$ cat config.mk
export PLATFORM = sky130hd
export DESIGN_NAME = fetch_stage
export DESIGN_NICKNAME = d
export VERILOG_FILES = /design/src/rtl/fetch_stage.sv
export SDC_FILE = /design/constraint.sdc
export NUM_CORES = 1
export LEC_CHECK = 0
export BUFFER_PORTS_ARGS = -buffer_cell sky130_fd_sc_hd__buf_2
export CORE_MARGIN = 1.5
export CORE_UTILIZATION = 30
export DETAILED_ROUTE_END_ITERATION = 12
export PLACE_DENSITY = 0.57
export SKIP_LAST_GASP = 1
export SLEW_MARGIN = 15
export SYNTH_ARGS = -nofsm -noshare
export SYNTH_HDL_FRONTEND = slang
export SYNTH_SLANG_ARGS = --single-unit
export TNS_END_PERCENT = 20
$ cat constraint.sdc
create_clock -name clk -period 7.3 [get_ports clk]
set_clock_uncertainty 0.1 [all_clocks]
set_input_delay 0.365 -clock clk [delete_from_list [all_inputs] [get_ports clk]]
set_output_delay 0.365 -clock clk [all_outputs]
set_load 0.01 [all_outputs]
$ cat src/rtl/fetch_stage.sv
// Instruction fetch: PC, credit-limited imem requests, in-order response FIFO, registered bundle out.
// Response in cycle M reaches stage_out_insn in M+2; stall holds the output, full credit stops requests.

package core;
   parameter int ADDR_WIDTH = 16;
   parameter int INSN_WIDTH = 32;
   parameter logic [ADDR_WIDTH-1:0] INSN_ADDR_START = 16'h0040;

   typedef struct packed {
      logic                  valid;
      logic [ADDR_WIDTH-1:0] addr;
      logic [INSN_WIDTH-1:0] insn;
   } InsnBundle;
endpackage

module fifo #(
   parameter int W     = 8,
   parameter int DEPTH = 4
) (
   input  logic                       clk,
   input  logic                       rst,
   input  logic                       flush,
   input  logic                       push_vld,
   input  logic [W-1:0]               push_dat,
   input  logic                       pop_rdy,
   output logic [W-1:0]               pop_dat,
   output logic [$clog2(DEPTH):0]     count
);
   localparam int AW = $clog2(DEPTH);

   logic [W-1:0]  mem [DEPTH];
   logic [AW-1:0] wr_ptr;
   logic [AW-1:0] rd_ptr;

   always_ff @(posedge clk) begin
      if (push_vld) mem[wr_ptr] <= push_dat;
   end

   always_ff @(posedge clk) begin
      if (!rst || flush) begin
         wr_ptr <= '0;
         rd_ptr <= '0;
         count  <= '0;
      end else begin
         if (push_vld) wr_ptr <= wr_ptr + AW'(1);
         if (pop_rdy)  rd_ptr <= rd_ptr + AW'(1);
         count <= count + (AW+1)'(push_vld) - (AW+1)'(pop_rdy);
      end
   end

   assign pop_dat = mem[rd_ptr];
endmodule

module fetch_stage #(
   parameter int                    ADDR_WIDTH      = core::ADDR_WIDTH,
   parameter int                    INSN_WIDTH      = core::INSN_WIDTH,
   parameter logic [ADDR_WIDTH-1:0] INSN_ADDR_START = core::INSN_ADDR_START,
   parameter int                    FIFO_DEPTH      = 4
) (
   input  logic                  clk,
   input  logic                  rst,
   input  logic                  stall,
   input  logic                  redirect_valid,
   input  logic [ADDR_WIDTH-1:0] redirect_addr,
   output logic                  imem_req_valid,
   input  logic                  imem_req_ready,
   output logic [ADDR_WIDTH-1:0] imem_req_addr,
   input  logic                  imem_rsp_valid,
   input  logic [INSN_WIDTH-1:0] imem_rsp_data,
   output core::InsnBundle       stage_out_insn
);
   localparam int CW = $clog2(FIFO_DEPTH) + 1;

   logic [ADDR_WIDTH-1:0]            pc;
   logic [CW-1:0]                    outstanding;
   logic [CW-1:0]                    fifo_count;
   logic [CW-1:0]                    drop_cnt;
   logic [CW:0]                      credit_used;
   logic [ADDR_WIDTH-1:0]            rsp_addr;
   logic [ADDR_WIDTH+INSN_WIDTH-1:0] head;
   logic                             fire;
   logic                             rsp_ok;
   logic                             rsp_keep;
   logic                             pop;

   // Outstanding requests plus buffered responses never exceed the FIFO size.
   assign credit_used    = {1'b0, outstanding} + {1'b0, fifo_count};
   assign imem_req_valid = rst && !redirect_valid && (credit_used < (CW+1)'(FIFO_DEPTH));
   assign imem_req_addr  = pc;
   assign fire           = imem_req_valid && imem_req_ready;
   assign rsp_ok         = imem_rsp_valid && (outstanding != '0);
   assign rsp_keep       = rsp_ok && !redirect_valid && (drop_cnt == '0);
   assign pop            = !redirect_valid && !stall && (fifo_count != '0);

   // The address queue depth doubles as the outstanding-request count.
   fifo #(.W(ADDR_WIDTH), .DEPTH(FIFO_DEPTH)) u_addr_q (
      .clk      (clk),
      .rst      (rst),
      .flush    (1'b0),
      .push_vld (fire),
      .push_dat (pc),
      .pop_rdy  (rsp_ok),
      .pop_dat  (rsp_addr),
      .count    (outstanding)
   );

   fifo #(.W(ADDR_WIDTH+INSN_WIDTH), .DEPTH(FIFO_DEPTH)) u_rsp_q (
      .clk      (clk),
      .rst      (rst),
      .flush    (redirect_valid),
      .push_vld (rsp_keep),
      .push_dat ({rsp_addr, imem_rsp_data}),
      .pop_rdy  (pop),
      .pop_dat  (head),
      .count    (fifo_count)
   );

   always_ff @(posedge clk) begin
      if (!rst)                pc <= INSN_ADDR_START;
      else if (redirect_valid) pc <= redirect_addr;
      else if (fire)           pc <= pc + ADDR_WIDTH'(1);
   end

   // After a redirect every request still in flight is stale, including ones already marked.
   always_ff @(posedge clk) begin
      if (!rst)
         drop_cnt <= '0;
      else if (redirect_valid)
         drop_cnt <= outstanding - CW'(rsp_ok);
      else if (rsp_ok && (drop_cnt != '0))
         drop_cnt <= drop_cnt - CW'(1);
   end

   always_ff @(posedge clk) begin
      if (!rst)
         stage_out_insn <= '0;
      else if (redirect_valid)
         stage_out_insn.valid <= 1'b0;
      else if (!stall) begin
         if (fifo_count != '0) stage_out_insn <= {1'b1, head};
         else                  stage_out_insn.valid <= 1'b0;
      end
   end
endmodule

==> impl_metrics.toml, run 1 <==
[run_status]
status = "completed"

[detailed_routing]
wl_per_cell_um = 18.9
drc_errors = 0
via_per_inst = 4.64
drt_iter0_drc = 313
routed_wl_mm = 28.5
dr.pass1.iters = 4
dr_total_vias = 7006
antenna_left = 0

[clock_network]
cts_hold_buffers = 35
post_cts_resized = 0
clk_latency_ps = 540
post_cts.repair.setup_buffers = 0
path_clk_slew_ps = 60
clockBufferDepth = 3
htree_levels = 2
cts_tree = "done"
cts.sinks = 340
cts-root-buf = "clkbuf_16"
numCtsBuffers = 37

[global_routing]
grt_max_degree = 65
overflow = 0
grt_pass1_wl_mm = 43.3
grt.total_usage = 0.132
grt_pass1_vias = 7149
antenna_found_initial = 1

[sta]
finalMaxSlewViolations = 0
timing.fmax_mhz = 332
fin_crit_ps = 3010
finalHoldViolCount = 0
hold_ws_ps = 15.8
setup_viol = 0
worstMarginPinSlew_ps = 956
min_period_over_period = 0.412
finalSetupTns_ps = 0
slew_headroom = 0.363
rsz0062_at_grt = "no"

[synth]
synthFlopType = "edfxtp_1"
synth_xor_area_frac = 0.00952
syn_nets = 857
synth_cell_type_count = 52
synth_adder_area_share = 0.0216
yosysSeqAreaShare = 0.728
synth_warnings = 0
synth-async-reset-ratio = 0
syn-mean-instance-area_um2 = 16.5
synth_compound_area_frac = 0.0437
muxShareOfSynthArea = 0.113
synthSimpleGateAreaFrac = 0.0656
syn_inst = 782
ys_ff_latch = 340
netlist_area_um2 = 12900
synth_top_family_by_area = "multiplexers"
synth_edf_count = 256

[power]
ir_drop_uv = 121
combPwrFrac = 0.090
p_int_mw = 3.41
sequentialPowerShare = 0.504
pwr-share-clk = 0.406
power_switching_mw = 1.01
total_power_mw = 4.43
p_per_area_nw_per_um2 = 284
power_leakage_nw = 5.24
netSwitchingFraction = 0.229

[setup_path]
worstSetupStartpointType = "flop"
worstPathRequired_ps = 7620
crit_top_cell = "ha_1"
worst_path_max_delay_cell = "a311oi_1"
endpoint_kind = "flop"
arrival_ps = 3320
cp_cell_sequence = "ha_1 > a311oi_1 > nand2_2 > inv_1 > ha_1 > fa_1 > and2_1"
worst-setup-path-type = "reg2reg"
critPathMaxStageDelay_ps = 650
cp_num_buf_inv = 1
path_max_fanout = 11
cp_top_family = "adder cells"

[layout]
fillers = 3977
area_growth_pct = 20.9
nets = 1015
drive_above_1_share = 0.266

[floorplan]
die-area_um2 = 44200
die_h_um = 210
rows = 75
initial_core_util = 0.306
die_w_um = 210
coreArea_um2 = 42100
io_pins = 120

[job]
maxCapViolCount = 0

[min_path]
hold_class = "in2reg"

[placement]
portBuffers = 119
gp_congestion = 0.762
dp_hpwl_mm = 16.3
## layout make-up
| type | count | area, µm² | share of cell area |
|---|---|---|---|
| Sequential cell | 340 | 9380 | 0.602 |
| Multi-Input combinational cell | 379 | 3270 | 0.210 |
| Clock buffer | 51 | 1010 | 0.0648 |
| Timing Repair Buffer | 160 | 991 | 0.0637 |
| Tap cell | 539 | 674 | 0.0433 |
| Clock inverter | 17 | 163 | 0.0104 |
| Inverter | 22 | 82.6 | 0.00530 |
| Antenna cell | 1 | 2.50 | 0.000161 |
## power groups by stage
stage	Clock [mW]	Combinational (mW)	Sequential (mW)
3_5_place_dp	0	0.392	2.27
2_1_floorplan	0	0.276	2.26
5_1_grt	1.92	0.447	2.24
6_report	1.80	0.398	2.23
3_3_place_gp	0	0.387	2.27
4_1_cts	1.85	0.410	2.23
## path summary, 6_finish.rpt
path,slack (ps),startpoint,end,cells after the start
min,20,redirect_addr[11],imem_req_addr[11],3
max,4290,u_rsp_q.count[1],u_addr_q.count[1],7
max reg2reg,4290,u_rsp_q.count[1],u_addr_q.count[1],7
min reg2reg,350,stage_out_insn[13],stage_out_insn[13],2
## synth_stat cells (2+ instances only)
cell | instances | area share
inv_1 | 21 | 0.0061
o21ai_0 | 4 | 0.0016
o211ai_1 | 2 | 0.0012
clkbuf_1 | 27 | 0.0079
o31ai_1 | 2 | 0.0012
ha_1 | 19 | 0.018
buf_2 | 8 | 0.0031
and2_1 | 7 | 0.0034
dfxtp_1 | 84 | 0.13
nor4_1 | 3 | 0.0015
a21oi_1 | 58 | 0.023
or4_1 | 3 | 0.0017
a32oi_1 | 2 | 0.0014
nor3_1 | 8 | 0.0031
or3_1 | 3 | 0.0015
nand2_1 | 117 | 0.034
o311ai_0 | 2 | 0.0014
nand3_1 | 7 | 0.0027
a31oi_1 | 7 | 0.0034
nand4_1 | 5 | 0.0024
and3_1 | 7 | 0.0034
fa_1 | 2 | 0.0031
mux4_2 | 64 | 0.11
xor2_1 | 5 | 0.0034
buf_1 | 6 | 0.0017
edfxtp_1 | 256 | 0.60
o21a_1 | 2 | 0.0012
xnor2_1 | 9 | 0.0061
nor2_1 | 16 | 0.0047
nand2b_1 | 2 | 0.00097
a311o_1 | 3 | 0.0023
## cell families after synthesis
| logic type | count (synthesis) |
|---|---|
| compound gates | 93 |
| xor+xnor | 14 |
| fa+ha+maj | 21 |
| buf+inv | 63 |
| flops | 340 |
| mux | 65 |
| simple gates | 186 |
## metal layers
layer,GRT usage,wire length (µm),vias to the layer above
li1,-,-,3315
met1,0.176,13100,3515
met2,0.213,13500,133
met3,0.0298,1320,43
met4,0.0394,642,0
met5,0,0,-
## worst min-delay path: stages
cell	delay [ps]
buf_2	110
nand2_1	60
a31oi_1	70
## metrics by stage
step / cells / utilization / worst slack [ps] / cell area, µm²
floorplan: 782 / - / 4580 / 12900
global placement: 1405 / 0.333 / 4470 / 14000
detailed placement: 1405 / 0.333 / 4330 / 14000
CTS: 1508 / 0.369 / 4320 / 15600
global route: 1508 / 0.369 / 4100 / 15600
finish: 1509 / 0.370 / 4290 / 15600
## registers in the layout, indices dropped and copies added (netlist names), named ones only
register / cells
drop_cnt: 3
u_addr_q.mem: 64
imem_req_addr: 16
u_rsp_q.mem: 192
stage_out_insn: 49
u_addr_q.count: 3
u_rsp_q.wr_ptr: 2
u_addr_q.rd_ptr: 2
u_addr_q.wr_ptr: 2
u_rsp_q.count: 3
u_rsp_q.rd_ptr: 2
## cells in the final DEF (no fill, tap or decap), drive strengths merged, types with 8 or more instances in the layout
cell         synthesis  layout
dfxtp               84      84
mux4                64      64
a21oi               58      58
nand2              118     118
buf                 14     125
nor2                16      16
edfxtp             256     256
clkinv               0      12
ha                  19      19
xnor2                9       9
dlygate4sd3          0      35
nor3                 8       8
inv                 22      23
clkbuf              27      51
Power figures use the tool's default switching activity.
==> inputs of run 2 (changes only) <==
==> constraint.sdc (replaced) <==
create_clock -name clk -period 2.8 [get_ports clk]
set_clock_uncertainty 0.1 [all_clocks]
set_input_delay 0.14 -clock clk [delete_from_list [all_inputs] [get_ports clk]]
set_output_delay 0.14 -clock clk [all_outputs]
set_load 0.01 [all_outputs]
==> impl_metrics.toml, run 2 (synthesis results as in run 1) <==
[run_status]
status = "completed"

[layout]
largest-register = "u_rsp_q.mem"
top_regs = "u_rsp_q.mem: 192 flops, u_addr_q.mem: 64 flops, stage_out_insn: 49 flops"
multi_input_area_um2 = 3270
largest_register_ffs = 192
final_common_cell = "edfxtp_1"
fillers = 3930
nets = 1056
area_growth_pct = 24.9
drive_above_1_share = 0.281
layout_common_cells = "256 x edfxtp_1, 119 x buf_2, 117 x nand2_1, 82 x dfxtp_1, 64 x mux4_2"
regArea_um2 = 9380

[sta]
finalHoldViolCount = 0
rsz0062_at_grt = "no"
finalSetupTns_ps = 0
slew_headroom = 0.551
setup_viol = 0
timing.fmax_mhz = 387
worstMarginPinSlew_ps = 674
finalMaxSlewViolations = 0
min_period_over_period = 0.922
fin_crit_ps = 2580

[clock_network]
path_clk_slew_ps = 60
clockBufferDepth = 3
cts.sinks = 340
numCtsBuffers = 37
htree_levels = 2
cts_tree = "done"
clk_latency_ps = 520
post_cts_resized = 0
cts-root-buf = "clkbuf_16"

[detailed_routing]
wl_met2_mm = 14.0
wl_per_cell_um = 19.3
dr_total_vias = 7338
met1_length_mm = 13.5
drt_iter0_drc = 404
antenna_left = 0
top_layer_used = "met4"
via_per_inst = 4.73
drc_errors = 0
routed_wl_mm = 30.0
dr.pass1.iters = 5
wl_met3_mm = 1.70

[setup_path]
worstSetupStartpointType = "flop"
reg2reg_slack_ps = 340
path_max_fanout = 8
crit_start = "u_rsp_q.count[1]"
r2r-end = "imem_req_addr[13]"
worstRegToRegCells = 5
cp_cell_sequence = "ha_1 > a311o_2 > nor3_1 > buf_2"
worstPathRequired_ps = 2560
worst-setup-path-type = "reg2out"
arrival_ps = 2340
endpoint_kind = "primary output"
worst_path_max_delay_cell = "a311o_2"
critPathMaxStageDelay_ps = 470
timing.rr.start = "u_rsp_q.count[1]"

[power]
power_leakage_nw = 5.50
ir_drop_uv = 316
p_per_area_nw_per_um2 = 741
total_power_mw = 11.9

[floorplan]
io_pins = 120
coreArea_um2 = 42100
die-area_um2 = 44200
die_w_um = 210
rows = 75
die_h_um = 210
initial_core_util = 0.306

[placement]
gp_congestion = 0.739
portBuffers = 119
dp_hpwl_mm = 17.8

[global_routing]
grt_max_degree = 50
grt.total_usage = 0.138
grt_pass1_wl_mm = 45.6
antenna_found_initial = 2
grt_pass1_vias = 7507
overflow = 0

[min_path]
hold_class = "in2reg"
min-delay-start = "redirect_valid"
hold_path_end = "imem_req_addr[11]"
worstHoldPathCells = 4

[job]
maxCapViolCount = 0
run 2: changes by cell type in the layout (fill, tap and decap cells not counted), moves of 3 or more:
cell and delta:
clkinv_1 +3, clkbuf_1 -5, buf_4 +18, buf_12 +6
dlygate4sd3_1 +17
run 2: through the flow:
stage	cell area [µm²]	hold WS (ps)	setup slack [ps]	util	cells
CTS	16100	46.1	210	0.382	1549
global route	16100	83.9	124	0.382	1549
finish	16100	71.4	219	0.382	1550
detailed placement	14300	257	360	0.339	1429
floorplan	12900	139	108	-	782
global placement	14300	255	387	0.339	1429
run 2: final cells by class:
class / count / share of cell area
Sequential cell: 340 / 0.583
Clock inverter: 18 / 0.0120
Clock buffer: 50 / 0.0664
Tap cell: 539 / 0.0419
Antenna cell: 1 / 0.000156
Timing Repair Buffer: 201 / 0.0881
Multi-Input combinational cell: 379 / 0.203
Inverter: 22 / 0.00513
run 2: where the power goes:
| part | internal (mW) | switching [mW] |
|---|---|---|
| clock | 3.05 | 1.94 |
| combinational | 0.519 | 0.618 |
| sequential | 5.70 | 0.0983 |
run 2: what timing repair did:
| action | in CTS | in global routing |
|---|---|---|
| hold endpoints to repair | 152 | 0 |
| hold buffers | 52 | 0 |
| buffers inserted | 0 | 0 |
run 2: per-layer routing:
layer / vias up / GRT usage
li1: 3402 / -
met1: 3700 / 0.188
met2: 187 / 0.221
met3: 49 / 0.0294
met4: 0 / 0.0422
met5: - / 0
run 2: critical path: cells and delay by family (launching register included):
kind	cells	cell delay (ps)
and+or+nand+nor	1	410
buffers and inverters	1	220
adders and majority gates	1	280
AOI/OAI and AO/OA	1	470
DFF	1	430
run 2: worst max path at each step:
| stage | to | slack (ps) | cells after the start |
|---|---|---|---|
| after floorplan | u_rsp_q.mem[1][0] | 110 | 5 |
| after global placement | u_rsp_q.count[2] | 390 | 11 |
| after detailed placement | u_rsp_q.count[2] | 360 | 11 |
| after CTS | imem_req_valid | 210 | 4 |
| after global routing | imem_req_valid | 120 | 4 |
| final | imem_req_valid | 220 | 4 |
